===== src/rtl/clkdiv_pkg.sv =====
// Shared types and helpers for the programmable clock-divider controller.
// Optional tick strobe is enabled by defining CLKDIV_TICK_EN.
package clkdiv_pkg;

  typedef enum logic [1:0] {
    STOPPED = 2'd0,
    RUN     = 2'd1,
    PEND    = 2'd2
  } clkdiv_state_t;

  localparam int unsigned DIV_MIN = 2;

  // Reset divisor: integer ratio of the two frequencies, never below DIV_MIN.
  function automatic int unsigned clkdiv_default(input int unsigned clk_freq,
                                                 input int unsigned out_freq);
    int unsigned div;
    if (out_freq == 0) begin
      div = DIV_MIN;
    end else begin
      div = clk_freq / out_freq;
    end
    if (div < DIV_MIN) begin
      div = DIV_MIN;
    end
    return div;
  endfunction

endpackage


===== src/rtl/clkdiv_core.sv =====
// Loadable down-counter with reload and registered clk_out compare.
// The tick strobe output exists only when CLKDIV_TICK_EN is defined.
module clkdiv_core
  import clkdiv_pkg::*;
#(
  parameter int DIV_W = 16,
  parameter logic [DIV_W-1:0] RESET_DIV = DIV_W'(2)
) (
  input  logic             clk,
  input  logic             reset,
  input  logic             counting,
  input  logic             run_next,
  input  logic [DIV_W-1:0] div_next,
  output logic             wrap,
  output logic             clk_out
`ifdef CLKDIV_TICK_EN
  ,
  output logic             tick
`endif
);

  logic [DIV_W-1:0] counter_q, counter_d;
  logic             clk_out_q, clk_out_d;

  assign wrap    = counting && (counter_q == '0);
  assign clk_out = clk_out_q;

  // While stopped the counter tracks the (possibly just loaded) divisor so the
  // first running edge starts a full high phase.
  always_comb begin
    counter_d = counter_q - DIV_W'(1);
    if (!counting || (counter_q == '0)) begin
      counter_d = div_next - DIV_W'(1);
    end
    clk_out_d = run_next && (counter_d >= (div_next >> 1));
  end

  always_ff @(posedge clk or posedge reset) begin
    if (reset) begin
      counter_q <= RESET_DIV - DIV_W'(1);
      clk_out_q <= 1'b0;
    end else begin
      counter_q <= counter_d;
      clk_out_q <= clk_out_d;
    end
  end

`ifdef CLKDIV_TICK_EN
  logic tick_q, tick_d;

  assign tick = tick_q;

  always_comb begin
    tick_d = run_next && (counter_d == '0);
  end

  always_ff @(posedge clk or posedge reset) begin
    if (reset) begin
      tick_q <= 1'b0;
    end else begin
      tick_q <= tick_d;
    end
  end
`endif

endmodule


===== src/rtl/clkdiv_ctrl.sv =====
// Run-time programmable clock divider: FSM, divisor handshake and clamp.
// Define CLKDIV_TICK_EN to add the one-cycle-per-period tick output.
module clkdiv_ctrl
  import clkdiv_pkg::*;
#(
  parameter int unsigned CLK_FREQ     = 12_000_000,
  parameter int unsigned DEFAULT_FREQ = 6_000_000,
  parameter int          DIV_W        = 16
) (
  input  logic             clk,
  input  logic             reset,
  input  logic             en,
  input  logic [DIV_W-1:0] cfg_div,
  input  logic             cfg_valid,
  output logic             cfg_ready,
  output logic             clk_out,
  output logic             active
`ifdef CLKDIV_TICK_EN
  ,
  output logic             tick
`endif
);

  localparam logic [DIV_W-1:0] RESET_DIV = DIV_W'(clkdiv_default(CLK_FREQ, DEFAULT_FREQ));

  function automatic logic [DIV_W-1:0] clamp_div(input logic [DIV_W-1:0] d);
    return (d < DIV_W'(DIV_MIN)) ? DIV_W'(DIV_MIN) : d;
  endfunction

  clkdiv_state_t    state_q, state_d;
  logic [DIV_W-1:0] div_cur_q, div_cur_d;
  logic [DIV_W-1:0] div_pend_q, div_pend_d;
  logic             cfg_ready_q, cfg_ready_d;
  logic             active_q, active_d;
  logic             wrap;
  logic             handshake;
  logic [DIV_W-1:0] cfg_clamped;

  assign handshake   = cfg_valid && cfg_ready_q;
  assign cfg_clamped = clamp_div(cfg_div);
  assign cfg_ready   = cfg_ready_q;
  assign active      = active_q;

  // Divisor changes only land at a wrap (or immediately when stopped), so the
  // output never shows a truncated phase.
  always_comb begin
    state_d    = state_q;
    div_cur_d  = div_cur_q;
    div_pend_d = div_pend_q;
    case (state_q)
      STOPPED: begin
        if (handshake) begin
          div_cur_d = cfg_clamped;
        end
        if (en) begin
          state_d = RUN;
        end
      end
      RUN: begin
        if (wrap && !en) begin
          state_d = STOPPED;
          if (handshake) begin
            div_cur_d = cfg_clamped;
          end
        end else if (handshake) begin
          div_pend_d = cfg_clamped;
          state_d    = PEND;
        end
      end
      PEND: begin
        if (wrap) begin
          div_cur_d = div_pend_q;
          state_d   = en ? RUN : STOPPED;
        end
      end
      default: begin
        state_d = STOPPED;
      end
    endcase
    cfg_ready_d = (state_d != PEND);
    active_d    = (state_d != STOPPED);
  end

  always_ff @(posedge clk or posedge reset) begin
    if (reset) begin
      state_q     <= STOPPED;
      div_cur_q   <= RESET_DIV;
      div_pend_q  <= RESET_DIV;
      cfg_ready_q <= 1'b1;
      active_q    <= 1'b0;
    end else begin
      state_q     <= state_d;
      div_cur_q   <= div_cur_d;
      div_pend_q  <= div_pend_d;
      cfg_ready_q <= cfg_ready_d;
      active_q    <= active_d;
    end
  end

  clkdiv_core #(
    .DIV_W     (DIV_W),
    .RESET_DIV (RESET_DIV)
  ) u_core (
    .clk      (clk),
    .reset    (reset),
    .counting (state_q != STOPPED),
    .run_next (state_d != STOPPED),
    .div_next (div_cur_d),
    .wrap     (wrap),
    .clk_out  (clk_out)
`ifdef CLKDIV_TICK_EN
    ,
    .tick     (tick)
`endif
  );

endmodule


===== config.mk =====
export PLATFORM = sky130hd
export DESIGN_NAME = clkdiv_ctrl
export DESIGN_NICKNAME = d
export VERILOG_FILES = /design/src/rtl/clkdiv_pkg.sv /design/src/rtl/clkdiv_core.sv /design/src/rtl/clkdiv_ctrl.sv
export SDC_FILE = /design/constraint.sdc
export NUM_CORES = 1
export LEC_CHECK = 0
export ABC_CLOCK_PERIOD_IN_PS = 6250
export BUFFER_PORTS_ARGS = -buffer_cell sky130_fd_sc_hd__buf_2
export CORE_MARGIN = 3
export CORE_UTILIZATION = 50
export CTS_BUF_LIST = sky130_fd_sc_hd__clkbuf_4
export DETAILED_ROUTE_END_ITERATION = 16
export PLACE_DENSITY_LB_ADDON = 0.1
export SYNTH_ARGS = -nofsm -noshare
export SYNTH_HDL_FRONTEND = slang
export SYNTH_HIERARCHICAL = 1
export SYNTH_SLANG_ARGS = --single-unit

===== constraint.sdc =====
create_clock -name clk -period 6.25 [get_ports clk]
set_input_delay 0.9375 -clock clk [delete_from_list [all_inputs] [get_ports clk]]
set_output_delay 0.9375 -clock clk [all_outputs]
set_load 0.05 [all_outputs]

=== After elaboration in Yosys (flattened, before gate mapping) ===
Cells that the tools add are included.

* Add/sub/neg operators: 2
* Multipliers: 0
* Divide/modulo/power cells: 0
* Magnitude comparators: 2
* Equality and inequality tests: 3
* Shifts and indexed selects: 0
* Mux-type cells: 12
* Bitwise gates (word level): 1
* Reduce and logical (&&, ||, !) cells: 12

{| class="wikitable"
|+ Operators by type and width
! kind !! count
|-
| $mux W16 || 5
|-
| $pmux W16 S3 || 1
|-
| $sub A16 B1 Y16 const B || 2
|-
| $ge A16 B15 Y1 || 1
|-
| $logic_not A16 Y1 || 1
|-
| $lt A16 B2 Y1 const B || 1
|-
| $mux W2 || 4
|-
| $pmux W2 S3 || 1
|-
| $logic_and A1 B1 Y1 || 4
|-
| $reduce_bool A2 Y1 || 2
|-
| $reduce_and A3 Y1 || 1
|-
| $eq A2 B1 Y1 const B || 1
|-
| $eq A2 B2 Y1 const B || 1
|-
| $logic_not A1 Y1 || 2
|-
| $logic_not A2 Y1 || 1
|-
| $ne A2 B2 Y1 const B || 1
|-
| $logic_or A1 B1 Y1 || 1
|-
| $mux W1 || 1
|-
| $not A1 Y1 || 1
|}

* Register bits: 53
* Latch bits: 0
* RAM bits: 0
* Memory bits (read-only): 0
* Bits of input ports: 20
* Output and inout bits: 3
* Word-level logic and storage cells: 39
* Memories: 0

=== Depth between registers and ports, before layout ===
Gate-level depths: netlist (run 1).

* Depth after elaboration: 9
* Mapped depth: 22

=== Hierarchy ===
The synthesis (run 1) kept the hierarchy.

{| class="wikitable"
|+ By module, submodules not included
! module !! times used !! cells each !! area an instance (um2) !! sequential area each (um2)
|-
| clkdiv_ctrl || 1 || 124 || 1,689.1 || 904.6
|-
| clkdiv_core || 1 || 177 || 1,580.3 || 426.7
|}

=== Least setup slack after synthesis (run 1) ===
OpenSTA, ideal clock, no wires.

* Path type: register to register
* From: reg u_core.counter_q[5]
* To: reg u_core.clk_out_q (netlist: u_core/clk_out)
* Library setup time: 119 ps
* Arrival time: 5,204 ps
* Required time: 6,131 ps
* Setup slack: 927 ps
* Stages on the path, launching flop included: 22
* Path buffers: 2
* Clock period less this slack: 5,323 ps
* Cells stage by stage: dfrtp_1 > or4_1 > buf_2 > or2_4 > nor3_1 > and3b_4 > a311oi_4 > buf_6 > a221o_1 > mux2i_1 > ha_1 > nand2b_1 > or2_0 > mux2_2 > a2111oi_2 > xnor2_1 > ha_1 > a2111oi_0 > o211ai_1 > a21oi_1 > a211oi_1 > o21a_1

* Cells in the longest elaborated chain, start to end: 9

{| class="wikitable"
|+ RTL lines
! item !! RTL line !! source
|-
| start, declared || clkdiv_core.sv:22 || <nowiki>logic [DIV_W-1:0] counter_q, counter_d;</nowiki>
|-
| start signal, assigned || clkdiv_core.sv:40 || <nowiki>counter_q <= RESET_DIV - DIV_W'(1);</nowiki>
|-
| start signal, assigned || clkdiv_core.sv:43 || <nowiki>counter_q <= counter_d;</nowiki>
|-
| $logic_not A16 Y1 * || clkdiv_core.sv:25 || <nowiki>assign wrap = counting && (counter_q == '0);</nowiki>
|-
| $logic_and A1 B1 Y1 * || clkdiv_core.sv:25 ||
|-
| via wrap || clkdiv_ctrl.sv:35 || <nowiki>logic wrap;</nowiki>
|-
| $logic_and A1 B1 Y1 || clkdiv_ctrl.sv:60 || <nowiki>if (wrap && !en) begin</nowiki>
|-
| $mux W16 || clkdiv_ctrl.sv:60 ||
|-
| $pmux W16 S3 * || clkdiv_ctrl.sv:50 || <nowiki>case (state_q)</nowiki>
|-
| via div_cur_d[1] || clkdiv_ctrl.sv:31 || <nowiki>logic [DIV_W-1:0] div_cur_q, div_cur_d;</nowiki>
|-
| $sub A16 B1 Y16 * || clkdiv_core.sv:33 || <nowiki>counter_d = div_next - DIV_W'(1);</nowiki>
|-
| $mux W16 * || clkdiv_core.sv:32 || <nowiki>if (!counting || (counter_q == '0)) begin</nowiki>
|-
| via u_core.counter_d[12] || clkdiv_core.sv:22 ||
|-
| $ge A16 B15 Y1 * || clkdiv_core.sv:35 || <nowiki>clk_out_d = run_next && (counter_d >= (div_next >> 1));</nowiki>
|-
| $logic_and A1 B1 Y1 * || clkdiv_core.sv:35 ||
|-
| via u_core.clk_out_d || clkdiv_core.sv:23 || <nowiki>logic clk_out_q, clk_out_d;</nowiki>
|-
| end signal, assigned || clkdiv_core.sv:44 || <nowiki>clk_out_q <= clk_out_d;</nowiki>
|-
| end, declared || clkdiv_core.sv:23 ||
|}

The timed path passes the listed nets; every way through them passes the cells marked *.
A chain may end at the register's enable or synchronous reset.

=== Worst setup path after layout (run 1) ===
Same ends and word-level chain as after synthesis.

==> summary.md, run 1 <==
| Metric | Value |
|---|---|
| Setup TNS | 0 ns |
| Syn nets | 337 |
| DRT Pass-1 Iters | 5 |
| IO Port Bufs | 22 |
| Final worst path period share | 89.9% |
| Arrival time at the worst endpoint | about 5.9 ns |
| Most frequent cells in the layout | dfrtp_1, inv_1, buf_2, and2_1 |
| Clk Latency, worst-skew pair | 0.38 ns |
| Outcome | complete, no violations |
| Routed WL | 6.99 mm |
| Setup-failing EPs final | 0 |
| Cells after Synth | 301 |
| Mean area per synthesized cell | 10.9 sq um |
| Clk pin slew, worst setup/hold paths | 0.16 ns |
| Post-DR wirelength/cell | 17.6 um |
| Initial Utilization | 53.3% |
| P&R area growth vs syn | 6.28% |
| Worst-path fanout max | 16 |
| RSZ-0062 raised after global routing | false |
| Placer Congestion | 0.861 |
| CTS sink count | 53 |
| Post-place setup slack | 0.489 ns |
| Top Ports | 23 |
| Vias | 2297 |
| H-tree Lvls | 2 |
| Post-synthesis cell area | 3270 sq um |
| Final Util | 56.7% |
| Worst path required time | 6.55 ns |
| Synth cell types | roughly 70 |
| CP Buf/Inv Count | 1 |
| Leakage | approximately 0.0015 uW |
| Critical Path Most Common Cell | ha_1 |
| Skew final | 0.0133 ns |
| Vias per cell | 5.79 |
| Synth warn | 6 |
| Min-delay worst type | flop to flop |
| Row count | 28 |
| Ys flop type | dfrtp_1 |
| Critical path's slowest cell | or4_1 |
| PwrDens | 585 nW/um^2 |
| Final global-route overflow total | 0 |
| Cell Chain, Critical Path | or4_1 -> or2_4 -> nor3_1 -> buf_4 -> and3b_4 -> a311oi_4 -> a221o_1 -> mux2i_1 -> ha_1 -> nand2b_1 -> or2_0 -> mux2_2 -> a2111oi_2 -> xnor2_1 -> ha_1 -> a2111oi_1 -> o211ai_1 -> a21oi_1 -> a211oi_1 -> o21a_1 |
| M1 wire length | 3.43 mm |
| DP Area | 3410 sq um |
| Vias in the first global route | 2323 |
| Met3 wire length | around 240 um |
| Nets | 357 |
| Maxcap violations | 0 |
| Final instance area | 3470 sq um |
| Sequential share of the synthesized area | slightly above 40% |
| Largest net degree at the start of global routing | 37 |
| CTS buffer count | 5 |
| Slew Viols, Final | 0 |
| Critical Path Source Type | flop |
| Die width | 86.9 um |
| Number of enable flip-flop cells after synthesis | 0 |
| Clock buffer depth | 2 |
| Register area | 1330 sq um |
| First-pass GRT wire length | 11.9 mm |
| Area taken by multi-input logic gates | 1760 sq um |
| Commonest non-fill, non-tap cell in the layout | dfrtp_1 |
| Share of layout cells above drive strength 1 | 22.4% |
| Post-CTS Hold Fix Bufs | 0 |
| Worst Setup Path Type | flop to flop |
| Max-slew headroom | 50.5% |
| Top delay family on crit path | simple AND/OR/NAND/NOR gates |
| Final Critical Period | 5.62 ns |
| ANT nets after route | 0 |
| Die area | roughly 7500 sq um |
| FF+latch count, synth | 53 |
| Highest routed layer | met4 |
| DPL Wire Length | 5.24 mm |
| Fill cells | roughly 540 |
| Number of antenna diodes | 0 |
| Final WS setup | 0.633 ns |
| FFs w/ async S/R, synth | 100% |
| Root Driver | clkbuf_4 |
| Core ar. | between 6000 and 7000 sq um |
| DRC violations left | 0 |
| Worst path max stage delay | 0.67 ns |
| Endpoint type of the worst setup path | flop |
| CTS tree | built |
| DR iter-0 viols | approximately 200 |
| Worst Tran Pin Value | between 0.7 and 0.8 ns |
| Initial antenna violation count | 0 |
| Fmax | 0.178 GHz |
| VDD IR max | 376 uV |
| Die height | roughly 87 um |
| Met2 WL | 3.24 mm |
| Hold Fails Final Rpt | 0 |
| GRT Total Usage | 20.3% |
cells in the mapped netlist, types with 7 or more instances:
library cell  instances  area (sq um)
o21ai_0               8          40.0
ha_1                 16           200
xnor2_1               9          78.8
and2_1               17           106
xor2_1                7          61.3
mux2_4                8           120
nor2_1               16          60.1
dfrtp_1              49          1230
a21oi_1               9          45.0
mux2_2                9           101
a221o_1              15           150
nand2_1               7          26.3
mux2i_1              12           120
inv_1                22          82.6
worst reg2reg max path, cell delays in order (launching register included):
cell	delay, ns
dfrtp_1	0.44
or4_1	0.67
or2_4	0.31
nor3_1	0.18
buf_4	0.18
and3b_4	0.31
a311oi_4	0.14
a221o_1	0.45
mux2i_1	0.26
ha_1	0.31
nand2b_1	0.14
or2_0	0.23
mux2_2	0.31
a2111oi_2	0.37
xnor2_1	0.14
ha_1	0.20
a2111oi_1	0.35
o211ai_1	0.15
a21oi_1	0.14
a211oi_1	0.06
o21a_1	0.19
where the power goes:
part | internal, uW | switching, uW
combinational | 539 | 707
sequential | 523 | 102
clock | 48.6 | 115
per-stage QoR:
step,instances,hold WS (ns),total power [uW]
2_1_floorplan,301,0.472,1610
3_3_place_gp,389,0.482,1850
3_5_place_dp,389,0.486,1870
4_1_cts,397,0.522,2030
5_1_grt,397,0.543,2250
6_report,397,0.520,2030
final timing paths:
check / cells after the start / slack, ns / end / start
setup / recovery: 20 / 0.63 / u_core/clk_out / u_core/counter_q[5]
hold / removal: 1 / 0.52 / div_pend_q[10] / div_pend_q[10]
setup reg to reg: 20 / 0.63 / u_core/clk_out / u_core/counter_q[5]
hold reg to reg: 1 / 0.52 / div_pend_q[10] / div_pend_q[10]
max in group asynchronous: 2 / 5.15 / u_core/counter_q[2] / reset
min in group asynchronous: 3 / 0.65 / div_cur_q[0] / reset
logic make-up (layout without fill, tap and decap cells):
family	Yosys count	after routing	share of synthesized area, %
compound gates	65	65	16.4
flops	53	53	40.7
fa+ha+maj	16	16	6.12
simple gates	86	86	16.4
xor+xnor	16	16	4.29
buf+inv	36	57	5.59
mux	29	29	10.4
layout make-up:
| type | instances | area share, % |
|---|---|---|
| clock inverters | 2 | 0.432 |
| well taps | 75 | 2.70 |
| inverters | 23 | 2.48 |
| flip-flops and latches | 53 | 38.3 |
| clock buffers | 6 | 1.30 |
| multi-input cells | 212 | 50.7 |
| repair buffers | 26 | 4.03 |
sequential cells by signal, indices dropped and copies added, names as in the netlist:
register,cells
active,1
cfg_ready,1
state_q,2
u_core/clk_out,1
div_cur_q,16
div_pend_q,16
u_core/counter_q,16
metal layers:
| layer | vias up | track usage, % |
|---|---|---|
| li1 | 1145 | - |
| met1 | 1096 | 29.5 |
| met2 | 49 | 31.7 |
| met3 | 7 | 3.03 |
| met4 | 0 | 5.24 |
| met5 | - | 0 |
what timing repair did:
action	in CTS	in global routing
endpoints found under the hold margin	0	0
buffers inserted	0	0
resized for setup	0	2
endpoints found under the setup margin	0	1
Power figures use the tool's default switching activity.
==> inputs of run 2 (changes only) <==
--- a/config.mk
+++ b/config.mk
@@ -14,5 +14,4 @@
 export PLACE_DENSITY_LB_ADDON = 0.1
 export SYNTH_ARGS = -nofsm -noshare
 export SYNTH_HDL_FRONTEND = slang
-export SYNTH_HIERARCHICAL = 1
 export SYNTH_SLANG_ARGS = --single-unit
==> run 2 against run 1 <==
  * Routed wire length rose by 34%
  * Clock skew up 0.00079 ns
  * Maximum frequency grew 3.4%
  * Register-to-register slack better by 0.19 ns
  * Highest routed layer unchanged
==> summary.md, run 2 <==
| Metric | Value |
|---|---|
| Area share of the largest cell type after synthesis | 35.5% (was 37.5%) |
| Post-place setup slack | 0.901 ns (was 0.489 ns) |
| Clock share of power | 7.9% (was 8.0%) |
| Max-slew headroom | 45.2% (was 50.5%) |
| IO Port Bufs | 22 (unchanged) |
| Post-synthesis cell area | 3450 sq um (was 3270 sq um) |
| Vias in the first global route | 2948 (was 2323) |
| Worst Setup Path Type | flop to flop (unchanged) |
| Hold_ws | 0.528 ns (was 0.520 ns) |
| Placer Congestion | 0.903 (was 0.861) |
| First-pass GRT wire length | 15.6 mm (was 11.9 mm) |
| Number of enable flip-flop cells after synthesis | 0 (unchanged) |
| Post CTS Setup Buffer Count | 0 (unchanged) |
| Maxcap violations | 0 (unchanged) |
| NetSw | 1040 uW (was 924 uW) |
| Outcome | complete, no violations (unchanged) |
| DR iter-0 viols | 332 (was 196) |
| H-tree Lvls | 2 (unchanged) |
| Final WS setup | 0.818 ns (was 0.633 ns) |
| Critical Path Source Type | flop (unchanged) |
| Worst r2r path cells | 19 (was 20) |
| Number of antenna diodes | 0 (unchanged) |
| Ys flop type | dfrtp_1 (unchanged) |
| Clk pin slew, worst setup/hold paths | 0.18 ns (was 0.16 ns) |
| Hold Fails Final Rpt | 0 (unchanged) |
| Post-DR wirelength/cell | 19.9 um (was 17.6 um) |
| DRC violations left | 0 (unchanged) |
| Root Driver | clkbuf_4 (unchanged) |
| HP Start | div_pend_q[1] (was div_pend_q[10]) |
| P&R area growth vs syn | 8.12% (was 6.28%) |
| Setup-failing EPs final | 0 (unchanged) |
| Largest net degree at the start of global routing | 54 (was 37) |
| DRT Pass-1 Iters | 5 (unchanged) |
| VDD IR max | 272 uV (was 376 uV) |
| Die area | 7930 sq um (was 7540 sq um) |
| Final Instance Count excl. Fillers | 470 (was 397) |
| Setup TNS | 0 ns (unchanged) |
| Fill cells | 598 (was 535) |
| Post-CTS Hold Fix Bufs | 0 (unchanged) |
| Area leader, netlist | dfrtp_1 (unchanged) |
| RR Endpoint | u_core.clk_out (was u_core/clk_out) |
| Share of layout cells above drive strength 1 | 18.3% (was 22.4%) |
| Hold Path Depth | 2 (was 1) |
| Worst path required time | 6.54 ns (was 6.55 ns) |
| Final global-route overflow total | 0 (unchanged) |
| Synth cell types | 62 (was 69) |
| GRT Total Usage | 25.9% (was 20.3%) |
| Sequential power share | 30.9% (was 30.7%) |
| Final instance area | 3730 sq um (was 3470 sq um) |
| Top post-synthesis cells by area | dfrtp_1, ha_1, mux2_2 (was dfrtp_1, ha_1, a221o_1) |
| # resized after CTS | 0 (unchanged) |
| R2R setup slack | 0.82 ns (was 0.63 ns) |
| Most frequent cells in the layout | dfrtp_1, nor2_1, nand2_1, inv_1, buf_2 (was dfrtp_1, inv_1, buf_2, and2_1) |
| Final Critical Period | 5.43 ns (was 5.62 ns) |
| Endpoint type of the worst setup path | flop (unchanged) |
| Row count | 29 (was 28) |
| Final worst path period share | 86.9% (was 89.9%) |
| Top Ports | 23 (unchanged) |
| Sw Ratio | 48.5% (was 45.4%) |
| Initial antenna violation count | 0 (unchanged) |
| PwrDens | 576 nW/um^2 (was 585 nW/um^2) |
| RSZ-0062 raised after global routing | false (unchanged) |
| Clk Latency, worst-skew pair | 0.38 ns (about the same) |
| Reg-to-Reg Start | u_core.counter_q[11] (was u_core/counter_q[5]) |
| Commonest cells in the netlist | dfrtp_1, nand2_1, nor2_1, inv_1, a21oi_1 (was dfrtp_1, inv_1, and2_1, ha_1, nor2_1) |
| Syn nets | 403 (was 337) |
| ANT nets after route | 0 (unchanged) |
| Combinational Power Share | 61.2% (about the same) |
| Leakage | 0.00162 uW (was 0.00151 uW) |
| FF+latch count, synth | 53 (unchanged) |
| Fmax | 0.184 GHz (was 0.178 GHz) |
| Die width | 89.1 um (was 86.9 um) |
| DP Area | 3670 sq um (was 3410 sq um) |
| Nets | 428 (was 357) |
| Min-delay worst type | flop to flop (unchanged) |
| Largest regs | div_cur_q: 16 flops, div_pend_q: 16 flops, u_core.counter_q: 16 flops (was div_cur_q: 16 flops, div_pend_q: 16 flops, u_core/counter_q: 16 flops) |
| Vias | 2928 (was 2297) |
| Cell-internal power | 1110 uW (about the same) |
| CTS buffer count | 5 (unchanged) |
| Core ar. | 6530 sq um (was 6130 sq um) |
| Top-count cell post-synth | dfrtp_1 (unchanged) |
| WHS Endpoint | div_pend_q[1] (was div_pend_q[10]) |
| DP Cell Count | 462 (was 389) |
| Skew final | 0.0141 ns (was 0.0133 ns) |
| DPL Wire Length | 7.06 mm (was 5.24 mm) |
| CTS tree | built (unchanged) |
| Initial Utilization | 52.8% (was 53.3%) |
| Arrival time at the worst endpoint | 5.72 ns (was 5.91 ns) |
| Worst-path fanout max | 10 (was 16) |
| Routed WL | 9.36 mm (was 6.99 mm) |
| Synth warn | 0 (was 6) |
| Cells after Synth | 367 (was 301) |
| Commonest non-fill, non-tap cell in the layout | dfrtp_1 (unchanged) |
| Die height | 89.1 um (was 86.9 um) |
| Slew Viols, Final | 0 (unchanged) |
| Vias per cell | 6.23 (was 5.79) |
| CTS sink count | 53 (unchanged) |
| Mean area per synthesized cell | 9.40 sq um (was 10.9 sq um) |
| FFs w/ async S/R, synth | 100% (unchanged) |
| Sequential share of the synthesized area | 38.6% (was 40.7%) |
| Worst Tran Pin Value | 0.822 ns (was 0.742 ns) |
| Clock buffer depth | 2 (unchanged) |
==> run 2: cell types whose count changed after synthesis, sizes merged, moves of 7 or more <==
cell	change
nand2	+20
buf	-9
and2	-13
nor3	+8
o21ai	+10
nor4	+7
a221o	-13
nor2	+14
a221oi	+7
a21oi	+13
==> run 2: stage by stage <==
stage	utilization [%]	power [uW]
after global placement	56.1	1950
final	57.1	2150
after global routing	57.1	2370
after CTS	57.1	2150
after detailed placement	56.1	1970
after floorplan	-	1620
==> run 2: layer usage <==
layer / vias to the layer above / track usage (%) / part of all wire, %
li1: 1397 / - / -
met1: 1403 / 37.3 / 47
met2: 118 / 41.8 / 47
met3: 10 / 4.15 / 5.7
met4: 0 / 5.01 / 1.0
met5: - / 0 / 0
==> run 2: area by class of cell <==
class | instances | area, sq um | area share, %
Clock inverter | 3 | 25.0 | 0.671
Inverter | 27 | 101 | 2.72
Multi-Input combinational cell | 277 | 1980 | 53.2
Timing Repair Buffer | 28 | 155 | 4.16
Tap cell | 77 | 96.3 | 2.58
Sequential cell | 53 | 1330 | 35.7
Clock buffer | 5 | 37.5 | 1.01
==> run 2: kinds of logic after synthesis <==
group                    synth area share [%]
AO/OA/AOI/OAI                            19.0
AND/OR/NAND/NOR                          19.7
multiplexers                             8.02
XOR/XNOR                                 4.82
adder cells (fa/ha/maj)                  5.80
flip-flops                               38.6
buffers and inverters                    4.03
==> run 2: power by group through the flow <==
stage          logic (uW)  registers, uW  clock network (uW)
6_report             1320            664                 169
5_1_grt              1500            683                 188
4_1_cts              1310            661                 176
3_5_place_dp         1300            668                   0
3_3_place_gp         1280            667                   0
2_1_floorplan         974            646                   0
==> run 2: critical path, stage by stage (launching register included) <==
cell,delay [ns]
dfrtp_1,0.46
nor4_2,0.41
nand4_2,0.36
nor2_2,0.57
a2111oi_0,0.23
a211oi_2,0.46
a41oi_1,0.32
nor2_2,0.35
nand2_1,0.15
nor4_1,0.37
xnor2_1,0.19
ha_1,0.28
a21o_1,0.16
a21o_1,0.17
a21oi_1,0.13
nor2b_1,0.05
o21ai_0,0.16
nand2b_1,0.08
a221o_1,0.29
o21a_1,0.17
==> run 2: how the worst max path moves through the flow <==
stage,from,endpoint,cells after the start
after floorplan,cfg_valid,u_core.clk_out,19
after global placement,u_core.counter_q[11],u_core.clk_out,19
after detailed placement,u_core.counter_q[11],u_core.clk_out,19
after CTS,u_core.counter_q[11],u_core.clk_out,19
after global routing,u_core.counter_q[11],u_core.clk_out,19
final,u_core.counter_q[11],u_core.clk_out,19
==> inputs of run 3 (changes only) <==
--- a/config.mk
+++ b/config.mk
@@ -8,7 +8,7 @@
 export ABC_CLOCK_PERIOD_IN_PS = 6250
 export BUFFER_PORTS_ARGS = -buffer_cell sky130_fd_sc_hd__buf_2
 export CORE_MARGIN = 3
-export CORE_UTILIZATION = 50
+export CORE_UTILIZATION = 40
 export CTS_BUF_LIST = sky130_fd_sc_hd__clkbuf_4
 export DETAILED_ROUTE_END_ITERATION = 16
 export PLACE_DENSITY_LB_ADDON = 0.1
==> run 3 against run 2 <==
  * Clock skew is 0.0036 ns higher
  * Non-clock buffer count up 1
  * Largest power group unchanged
  * Flip-flop and latch count unchanged
  * Combinational power about the same
  * Die area increased by 23%
  * Cell area increased by 1.1%
==> summary.md, run 3 (same netlist as run 2, synthesis figures left out) <==
| Metric | Value |
|---|---|
| HP Start | div_pend_q[1] (unchanged) |
| DP Area | 3710 sq um (was 3670 sq um) |
| Commonest non-fill, non-tap cell in the layout | dfrtp_1 (unchanged) |
| DRT Pass-1 Iters | 4 (was 5) |
| Endpoint type of the worst setup path | flop (unchanged) |
| DR iter-0 viols | 211 (was 332) |
| ANT nets after route | 0 (unchanged) |
| Die width | 98.9 um (was 89.1 um) |
| Vias in the first global route | 2909 (was 2948) |
| RSZ-0062 raised after global routing | false (unchanged) |
| Final instance area | 3770 sq um (was 3730 sq um) |
| Fmax | 0.181 GHz (was 0.184 GHz) |
| Maxcap violations | 0 (unchanged) |
| Clk Latency, worst-skew pair | 0.39 ns (was 0.38 ns) |
| Routed WL | 9.79 mm (was 9.36 mm) |
| Die height | 98.9 um (was 89.1 um) |
| Top delay family on crit path | simple AND/OR/NAND/NOR gates (unchanged) |
| Fill cells | 802 (was 598) |
| DRC violations left | 0 (unchanged) |
| Hold Fails Final Rpt | 0 (unchanged) |
| Slew Viols, Final | 0 (unchanged) |
| Die area | 9770 sq um (was 7930 sq um) |
| Vias | 2914 (was 2928) |
| Final worst path period share | 88.6% (was 86.9%) |
| Critical Path Source Type | flop (unchanged) |
| CTS tree | built (unchanged) |
| Post CTS Setup Buffer Count | 0 (unchanged) |
| Worst Setup Path Type | flop to flop (unchanged) |
| Outcome | complete, no violations (unchanged) |
| Post-CTS Hold Fix Bufs | 0 (unchanged) |
| Root Driver | clkbuf_4 (unchanged) |
| GRT Total Usage | 20.9% (was 25.9%) |
| Leakage | 0.00163 uW (was 0.00162 uW) |
| DPL Wire Length | 7.44 mm (was 7.06 mm) |
| WHS Endpoint | div_pend_q[1] (unchanged) |
| Reg-to-Reg Start | u_core.counter_q[11] (unchanged) |
| CTS sink count | 53 (unchanged) |
| Worst Tran Pin Value | 0.859 ns (was 0.822 ns) |
| First-pass GRT wire length | 16.1 mm (was 15.6 mm) |
| Critical path's slowest cell | nor2_2 (unchanged) |
| Worst path required time | 6.55 ns (was 6.54 ns) |
| Top Ports | 23 (unchanged) |
| P&R area growth vs syn | 9.36% (was 8.12%) |
| # resized after CTS | 0 (unchanged) |
| VDD IR max | 242 uV (was 272 uV) |
| PwrDens | 572 nW/um^2 (was 576 nW/um^2) |
| Vias per cell | 5.84 (was 6.23) |
| Initial antenna violation count | 0 (unchanged) |
| Nets | 429 (was 428) |
| Worst path max stage delay | 0.54 ns (was 0.57 ns) |
| Largest regs | div_cur_q: 16 flops, div_pend_q: 16 flops, u_core.counter_q: 16 flops (unchanged) |
| RR Endpoint | u_core.clk_out (unchanged) |
| Hold Path Depth | 2 (unchanged) |
| CTS buffer count | 5 (unchanged) |
| H-tree Lvls | 2 (unchanged) |
| Setup-failing EPs final | 0 (unchanged) |
| Worst-path fanout max | 10 (unchanged) |
| Max-slew headroom | 42.8% (was 45.2%) |
| Final WS setup | 0.711 ns (was 0.818 ns) |
| Cell Chain, Critical Path | nor4_2 -> nand4_2 -> nor2_2 -> a2111oi_0 -> a211oi_2 -> a41oi_1 -> nor2_2 -> nand2_1 -> nor4_1 -> xnor2_1 -> ha_1 -> a21o_1 -> a21o_1 -> a21oi_1 -> nor2b_1 -> o21ai_0 -> nand2b_1 -> a221o_1 -> o21a_1 (unchanged) |
| Skew final | 0.0177 ns (was 0.0141 ns) |
| Post-place setup slack | 0.807 ns (was 0.901 ns) |
| Largest net degree at the start of global routing | 54 (unchanged) |
| IO Port Bufs | 22 (unchanged) |
| Final global-route overflow total | 0 (unchanged) |
| Total power draw | 2160 uW (was 2150 uW) |
| Final Critical Period | 5.54 ns (was 5.43 ns) |
| Setup TNS | 0 ns (unchanged) |
| Worst r2r path cells | 19 (unchanged) |
| Clk pin slew, worst setup/hold paths | 0.18 ns (about the same) |
| Most frequent cells in the layout | dfrtp_1, nor2_1, nand2_1, inv_1, buf_2 (unchanged) |
| R2R setup slack | 0.71 ns (was 0.82 ns) |
| CP Buf/Inv Count | 0 (unchanged) |
| Core ar. | 8300 sq um (was 6530 sq um) |
| Post-DR wirelength/cell | 19.6 um (was 19.9 um) |
| Row count | 33 (was 29) |
| Share of layout cells above drive strength 1 | 18.5% (was 18.3%) |
| Placer Congestion | 0.904 (was 0.903) |
| Number of antenna diodes | 0 (unchanged) |
| Clock buffer depth | 2 (unchanged) |
| Initial Utilization | 41.6% (was 52.8%) |
| Min-delay worst type | flop to flop (unchanged) |
| Arrival time at the worst endpoint | 5.83 ns (was 5.72 ns) |
[run 3: cell count changes in the layout (fill, tap and decap cells not counted), sizes merged]
cell	change
buf	+1
[run 3: per-layer routing]
metal	vias to the layer above	global-route usage (%)	share of wire, %
met3	20	3.33	4.8
met5	-	0	0
li1	1398	-	-
met1	1416	30.8	48
met2	80	31.3	45
met4	0	6.51	2.5
[run 3: layout make-up]
class	count	area, sq um	share of cell area [%]
multi-input combinational	277	1980	52.6
clock buffer	5	37.5	0.995
inverter	27	101	2.69
tap	105	131	3.48
sequential	53	1330	35.3
clock inverter	3	25.0	0.663
timing repair buffer	29	163	4.31
[run 3: how the worst max path moves through the flow]
| stage | startpoint | to | slack (ns) | depth (start not counted) |
|---|---|---|---|---|
| final | u_core.counter_q[11] | u_core.clk_out | 0.71 | 19 |
| after global routing | u_core.counter_q[11] | u_core.clk_out | 0.28 | 19 |
| after CTS | u_core.counter_q[11] | u_core.clk_out | 0.76 | 19 |
| after detailed placement | u_core.counter_q[11] | u_core.clk_out | 0.81 | 19 |
| after global placement | u_core.counter_q[11] | u_core.clk_out | 0.95 | 19 |
| after floorplan | cfg_valid | u_core.clk_out | 1.63 | 19 |
[run 3: where the power goes]
part	total, uW	switching [uW]	internal, uW	leakage [uW]
Combinational	1320	785	540	0.000975
Sequential	661	141	520	0.000620
Clock	171	125	46.3	0.0000318
[run 3: metrics by stage]
stage | instances | util [%] | hold WS (ns)
floorplan | 367 | - | 0.479
global placement | 491 | 44.7 | 0.493
detailed placement | 491 | 44.7 | 0.498
CTS | 499 | 45.5 | 0.525
global route | 499 | 45.5 | 0.562
finish | 499 | 45.5 | 0.518
[run 3: worst register-to-register path, stage by stage, from the launching register on]
cell and delay, ns:
dfrtp_1 0.45, nor4_2 0.46, nand4_2 0.37, nor2_2 0.54, a2111oi_0 0.23, a211oi_2 0.41, a41oi_1 0.33, nor2_2 0.34
nand2_1 0.13, nor4_1 0.43, xnor2_1 0.21, ha_1 0.29, a21o_1 0.16, a21o_1 0.17, a21oi_1 0.15, nor2b_1 0.06
o21ai_0 0.16, nand2b_1 0.08, a221o_1 0.30, o21a_1 0.16
